`src/rtl/traffic_conflict_monitor.sv`:
```
// Traffic conflict monitor: forwards legal controller light codes to the lamps
// with one cycle of latency. Invalid codes, crossing greens and short/skipped
// yellows are detected. Any of these latches a fault and the lamps flash red.
module traffic_conflict_monitor #(
    parameter int unsigned CONFLICT_CYCLES = 2,
    parameter int unsigned MIN_YELLOW      = 3,
    parameter int unsigned FLASH_HALF      = 25,
    parameter int unsigned INIT_CYCLES     = 4
) (
    input  logic       clk,
    input  logic       reset,
    input  logic [2:0] east,
    input  logic [2:0] west,
    input  logic [2:0] north,
    input  logic [2:0] south,
    output logic [2:0] lamp_e,
    output logic [2:0] lamp_w,
    output logic [2:0] lamp_n,
    output logic [2:0] lamp_s,
    output logic       fault,
    output logic [1:0] fault_code,
    output logic       flash
);

    localparam logic [2:0] RED = 3'b100;
    localparam logic [2:0] YEL = 3'b010;
    localparam logic [2:0] GRN = 3'b001;
    localparam logic [2:0] OFF = 3'b000;

    localparam int unsigned CW = $clog2(CONFLICT_CYCLES + 1);
    localparam int unsigned YW = $clog2(MIN_YELLOW + 1);
    localparam int unsigned FW = $clog2(FLASH_HALF + 1);
    localparam int unsigned IW = $clog2(INIT_CYCLES + 1);

    localparam logic [CW-1:0] CONF_MAX   = CW'(CONFLICT_CYCLES);
    localparam logic [YW-1:0] YEL_MAX    = YW'(MIN_YELLOW);
    localparam logic [FW-1:0] FLASH_LAST = FW'(FLASH_HALF - 1);
    localparam logic [IW-1:0] INIT_LAST  = IW'(INIT_CYCLES - 1);

    typedef enum logic [1:0] {StInit, StRun, StFlash} state_e;

    state_e          r_state;
    state_e          w_state_nxt;
    logic [IW-1:0]   r_init_cnt;
    logic [IW-1:0]   w_init_nxt;
    logic [CW-1:0]   r_inv_cnt;
    logic [CW-1:0]   w_inv_nxt;
    logic [CW-1:0]   r_conf_cnt;
    logic [CW-1:0]   w_conf_nxt;
    logic [YW-1:0]   r_ycnt [4];
    logic [YW-1:0]   w_ycnt_nxt [4];
    logic [2:0]      r_lamp [4];
    logic [2:0]      w_lamp_nxt [4];
    logic            r_fault;
    logic            w_fault_nxt;
    logic [1:0]      r_code;
    logic [1:0]      w_code_nxt;
    logic [FW-1:0]   r_flash_cnt;
    logic [FW-1:0]   w_fcnt_nxt;
    logic            r_flash_on;
    logic            w_fon_nxt;
    logic            w_trip;

    logic [2:0]      w_in [4];
    logic            w_valid;
    logic            w_ew_go;
    logic            w_ns_go;
    logic            w_conflict;
    logic            w_good;
    logic            w_short;

    // Approach order used throughout: 0=east, 1=west, 2=north, 3=south.
    assign w_in[0] = east;
    assign w_in[1] = west;
    assign w_in[2] = north;
    assign w_in[3] = south;

    // Classify the current sample: legality, crossing greens, short yellow.
    always_comb begin
        w_valid = 1'b1;
        w_short = 1'b0;
        for (int i = 0; i < 4; i++) begin
            if (!(w_in[i] == RED || w_in[i] == YEL || w_in[i] == GRN)) begin
                w_valid = 1'b0;
            end
        end
        w_ew_go    = (w_in[0] != RED) || (w_in[1] != RED);
        w_ns_go    = (w_in[2] != RED) || (w_in[3] != RED);
        w_conflict = w_valid && w_ew_go && w_ns_go;
        w_good     = w_valid && !w_conflict;
        // Short yellow compares against the code last forwarded to the lamp.
        for (int i = 0; i < 4; i++) begin
            if (w_good && w_in[i] == RED &&
                (r_lamp[i] == GRN || (r_lamp[i] == YEL && r_ycnt[i] < YEL_MAX))) begin
                w_short = 1'b1;
            end
        end
    end

    // Next-state and datapath next values for every register.
    always_comb begin
        w_state_nxt = r_state;
        w_init_nxt  = r_init_cnt;
        w_inv_nxt   = r_inv_cnt;
        w_conf_nxt  = r_conf_cnt;
        w_fault_nxt = r_fault;
        w_code_nxt  = r_code;
        w_fcnt_nxt  = r_flash_cnt;
        w_fon_nxt   = r_flash_on;
        w_trip      = 1'b0;
        for (int i = 0; i < 4; i++) begin
            w_ycnt_nxt[i] = r_ycnt[i];
            w_lamp_nxt[i] = r_lamp[i];
        end

        unique case (r_state)
            StInit: begin
                w_inv_nxt  = '0;
                w_conf_nxt = '0;
                w_fcnt_nxt = '0;
                w_fon_nxt  = 1'b0;
                for (int i = 0; i < 4; i++) begin
                    w_ycnt_nxt[i] = '0;
                    w_lamp_nxt[i] = RED;
                end
                if (r_init_cnt == INIT_LAST) begin
                    w_init_nxt  = '0;
                    w_state_nxt = StRun;
                end else begin
                    w_init_nxt = r_init_cnt + 1'b1;
                end
            end

            StRun: begin
                if (w_valid) begin
                    w_inv_nxt = '0;
                end else if (r_inv_cnt != CONF_MAX) begin
                    w_inv_nxt = r_inv_cnt + 1'b1;
                end
                if (!w_conflict) begin
                    w_conf_nxt = '0;
                end else if (r_conf_cnt != CONF_MAX) begin
                    w_conf_nxt = r_conf_cnt + 1'b1;
                end
                for (int i = 0; i < 4; i++) begin
                    if (w_in[i] != YEL) begin
                        w_ycnt_nxt[i] = '0;
                    end else if (r_ycnt[i] != YEL_MAX) begin
                        w_ycnt_nxt[i] = r_ycnt[i] + 1'b1;
                    end
                    w_lamp_nxt[i] = w_good ? w_in[i] : RED;
                end
                // Priority: conflict, then invalid, then short yellow.
                if (w_conflict && w_conf_nxt == CONF_MAX) begin
                    w_trip     = 1'b1;
                    w_code_nxt = 2'b10;
                end else if (!w_valid && w_inv_nxt == CONF_MAX) begin
                    w_trip     = 1'b1;
                    w_code_nxt = 2'b01;
                end else if (w_short) begin
                    w_trip     = 1'b1;
                    w_code_nxt = 2'b11;
                end
                if (w_trip) begin
                    w_fault_nxt = 1'b1;
                    w_state_nxt = StFlash;
                    w_fcnt_nxt  = '0;
                    w_fon_nxt   = 1'b1;
                    for (int i = 0; i < 4; i++) begin
                        w_lamp_nxt[i] = RED;
                    end
                end
            end

            StFlash: begin
                if (r_flash_cnt == FLASH_LAST) begin
                    w_fcnt_nxt = '0;
                    w_fon_nxt  = ~r_flash_on;
                end else begin
                    w_fcnt_nxt = r_flash_cnt + 1'b1;
                end
                for (int i = 0; i < 4; i++) begin
                    w_lamp_nxt[i] = w_fon_nxt ? RED : OFF;
                end
            end

            default: begin
                w_state_nxt = StInit;
            end
        endcase
    end

    // FSM state register.
    always_ff @(posedge clk or negedge reset) begin
        if (!reset) begin
            r_state <= StInit;
        end else begin
            r_state <= w_state_nxt;
        end
    end

    // Counters, latched fault and registered lamp drive.
    always_ff @(posedge clk or negedge reset) begin
        if (!reset) begin
            r_init_cnt  <= '0;
            r_inv_cnt   <= '0;
            r_conf_cnt  <= '0;
            r_fault     <= 1'b0;
            r_code      <= 2'b00;
            r_flash_cnt <= '0;
            r_flash_on  <= 1'b0;
            for (int i = 0; i < 4; i++) begin
                r_ycnt[i] <= '0;
                r_lamp[i] <= RED;
            end
        end else begin
            r_init_cnt  <= w_init_nxt;
            r_inv_cnt   <= w_inv_nxt;
            r_conf_cnt  <= w_conf_nxt;
            r_fault     <= w_fault_nxt;
            r_code      <= w_code_nxt;
            r_flash_cnt <= w_fcnt_nxt;
            r_flash_on  <= w_fon_nxt;
            for (int i = 0; i < 4; i++) begin
                r_ycnt[i] <= w_ycnt_nxt[i];
                r_lamp[i] <= w_lamp_nxt[i];
            end
        end
    end

    assign lamp_e     = r_lamp[0];
    assign lamp_w     = r_lamp[1];
    assign lamp_n     = r_lamp[2];
    assign lamp_s     = r_lamp[3];
    assign fault      = r_fault;
    assign fault_code = r_code;
    assign flash      = (r_state == StFlash);

endmodule

```
`config.mk`:
```
export PLATFORM = sky130hd
export DESIGN_NAME = traffic_conflict_monitor
export DESIGN_NICKNAME = d
export VERILOG_FILES = /design/src/rtl/traffic_conflict_monitor.sv
export SDC_FILE = /design/constraint.sdc
export NUM_CORES = 1
export LEC_CHECK = 0
export ABC_AREA = 1
export BUFFER_PORTS_ARGS = -buffer_cell sky130_fd_sc_hd__clkbuf_2
export CAP_MARGIN = 20
export CELL_PAD_IN_SITES_DETAIL_PLACEMENT = 1
export CELL_PAD_IN_SITES_GLOBAL_PLACEMENT = 1
export CORE_MARGIN = 1.5
export CORE_UTILIZATION = 28
export DETAILED_ROUTE_END_ITERATION = 8
export PLACE_DENSITY = 0.68
export SKIP_LAST_GASP = 1
export SYNTH_ARGS = -nofsm -noshare
export SYNTH_HDL_FRONTEND = slang
export SYNTH_SLANG_ARGS = --single-unit
export TNS_END_PERCENT = 10
```
`constraint.sdc`:
```
create_clock -name clk -period 1.6 [get_ports clk]
set_clock_uncertainty 0.15 [all_clocks]
set_input_delay 0.16 -clock clk [delete_from_list [all_inputs] [get_ports clk]]
set_output_delay 0.16 -clock clk [all_outputs]
set_load 0.05 [all_outputs]
```
==> flow_metrics.tcl <==
set metrics [dict create \
    critical_path_arrival_ns 1.94 \
    final_area_um2 3430 \
    clockPowerShare 0.146 \
    synth.ff_latch_count 38 \
    cpPeakStageDelay_ns 0.36 \
    fillCellCount 1022 \
    dieArea_um2 9070 \
    cellPowerDensity_nw_per_um2 1420 \
    drv_slew 0 \
    status "complete, but fails checks" \
    crit_path_top_delay_cell "dfrtp_1" \
    drive_gt1_frac 0.480 \
    synth_top_area_cell "dfrtp_1" \
    finalCritPeriodShare 1.17 \
    htreeDepth 2 \
    pwr-share-seq 0.270 \
    syn2layout_area_growth_pct 43.9 \
    clock_latency_ns 0.29 \
    cp_num_buf_inv 6 \
    cts_root_buf "clkbuf_8" \
    grt_pass1_vias 2532 \
    intPower_w 0.00258 \
    vias 2352 \
    ios 30 \
    row_count 33 \
    drv_cap 0 \
    switching_power_w 0.00228 \
    routedWlPerCell_um 14.0 \
    required_ns 1.67 \
    synth_common_cells "56 x nand2_1, 46 x inv_1, 37 x nand3_1" \
    endpoint_kind "flop" \
    detailed_place_hpwl_um 5320 \
    io_buffers 29 \
    fin_ws_ns -0.275 \
    die_x_um 95.2 \
    min_period_ns 1.87 \
    cp-startpoint "r_ycnt[7]" \
    die_height_um 95.2 \
    routed_wirelength_um 7090 \
    place_area_um2 3150 \
    cpLargestDelayFamily "buffers and inverters" \
    fin_util 0.417 \
    cp_common_cell "buf_4" \
    clockBufferDepth 2 \
    overflow 0 \
    core_area_um2 8220 \
    cts_buffers 5 \
    cp_max_fo 2 \
    multi_input_area_um2 1320 \
    syn-instance-count 293 \
    synth_nets 320 \
    clk_pin_slew_worst_paths_ns 0.08 \
    hp-class "primary input to flop" \
    yosysMostFrequentCell "nand2_1" \
    clock_sinks 38 \
    drc_errors 0 \
    min_from "south[0]" \
    diodes 0 \
    violations "negative setup slack" \
    drt_iter0_drc 66 \
    finalHoldViolations 0 \
    grt_max_degree 39 \
    criticalPathCategory "flop to flop" \
    ys_seq_area_frac 0.401 \
    yosysTopAreaCellShare 0.357 \
    syn_area_um2 2380 \
    antenna_found_initial 0 \
    post-place-cells 487 \
    place.gp.congestion 0.814 \
    fmaxAchievable_mhz 533 \
    synthArstFlopShare 1.00 \
    cts_tree "done" \
    fin_cells 507 \
    synth_ff_type "dfrtp_1" \
    ir_drop_v 0.000483 \
    worstMarginPinSlew_ns 0.511 \
    register_area_um2 966 \
    power_w 0.00486 \
    initial_utilization 0.290 \
    track_usage 0.171 \
    setup_tns_ns -4.74 \
    slew_headroom 0.660 \
    cp-start-kind "flop" \
    synth.distinct_cells 30 \
    antenna_left 0 \
    viasPerCell 4.64 \
    pwr-share-comb 0.584 \
    synth-edff-count 0 \
    grt_first_pass_wirelength_um 11800 \
    netlist_top_cells_area "dfrtp_1 36%, nand2_1 8.8%, nand3_1 7.8%" \
    setup_viol 29 \
    r2r_start "r_ycnt[7]" \
    ys_warn_count 0 \
    syn_area_per_cell_um2 8.13 \
    rsz0062_at_grt "yes" \
    power_leakage_nw 1.82 \
    drt_first_pass_iters 4 \
    fin_nets 428 \
    critical_path.cell_chain "ha_2 > inv_2 > buf_4 > buf_4 > buf_4 > buf_4 > o21ai_0 > buf_4 > nand3_1 > o21ai_0" \
    netSwitchingFraction 0.469 \
]
## placed cells by master (no fill, tap or decap), drive strengths merged
master,instances
buf,71
nand2,66
inv,55
nand3,44
clkbuf,35
dfrtp,34
o21ai,30
nor2,18
ha,13
nand4,10
or2,7
a21oi,5
dfstp,4
dlygate4sd3,3
a21o,1
xor2,1
o22ai,1
nor3,1
o32ai,1
clkinvlp,1
clkinv,1
## final timing paths
kind / endpoint / slack [ns] / depth (start not counted)
setup / recovery: r_ycnt[6] / -0.27 / 10
hold / removal: lamp_s[0] / 0.09 / 4
setup reg to reg: r_ycnt[6] / -0.27 / 10
hold reg to reg: fault / 0.31 / 1
max in group asynchronous: lamp_e[0] / 0.61 / 3
min in group asynchronous: fault / 0.31 / 3
## layout make-up
class,count,share of cell area
clock inverters,2,0.00365
flip-flops and latches,38,0.282
repair buffers,103,0.207
multi-input cells,198,0.385
clock buffers,6,0.0241
inverters,55,0.0602
well taps,105,0.0383
## cells by family after synthesis
family / synth area share
and+or+nand+nor: 0.340
buffers and inverters: 0.0945
AOI/OAI and AO/OA: 0.0924
DFF: 0.401
adders and majority gates: 0.0683
xor gates and xnor gates: 0.00368
## through the flow
stage / hold WS (ns) / setup slack, ns
4_1_cts: 0.0805 / -0.190
6_report: 0.0853 / -0.275
3_5_place_dp: 0.102 / -0.254
3_3_place_gp: 0.0991 / -0.192
5_1_grt: 0.100 / -0.366
2_1_floorplan: -0.286 / -0.116
## flip-flops by register name (all words and copies together) (netlist names)
register and cells:
lamp_e 3, r_flash_on 1, fault 1, lamp_s 3, lamp_n 3, r_inv_cnt 2
r_init_cnt 3, r_flash_cnt 5, r_state 2, r_conf_cnt 2, r_ycnt 8, lamp_w 3
fault_code 2
## power by group through the flow
stage	sequential, W	clock, W	combinational, W
final	0.00131	0.000710	0.00283
after global routing	0.00134	0.000778	0.00312
after CTS	0.00131	0.000738	0.00279
after detailed placement	0.00132	0	0.00261
after global placement	0.00131	0	0.00251
after floorplan	0.00156	0	0.00139
## per-layer routing
| metal | GRT usage | routed length (µm) | share of wire |
|---|---|---|---|
| met1 | 0.210 | 3090 | 0.44 |
| met2 | 0.304 | 3780 | 0.53 |
| met3 | 0.0191 | 100 | 0.014 |
| met4 | 0.0672 | 126 | 0.018 |
| met5 | 0 | 0 | 0 |
## worst min-delay path: stages
cell	delay, ns
clkbuf_2	0.12
buf_4	0.10
nand3_1	0.05
o21ai_1	0.06
## what timing repair did
| item | CTS | global route |
|---|---|---|
| setup buffers | 6 | 2 |
| pin swaps | 7 | 7 |
| endpoints found under the setup margin | 30 | 36 |
| gates cloned | 1 | 0 |
| hold endpoints to repair | 36 | 0 |
| hold buffers | 3 | 0 |
| resized for setup | 17 | 9 |
No activity file was read; power rests on OpenSTA's default activity.
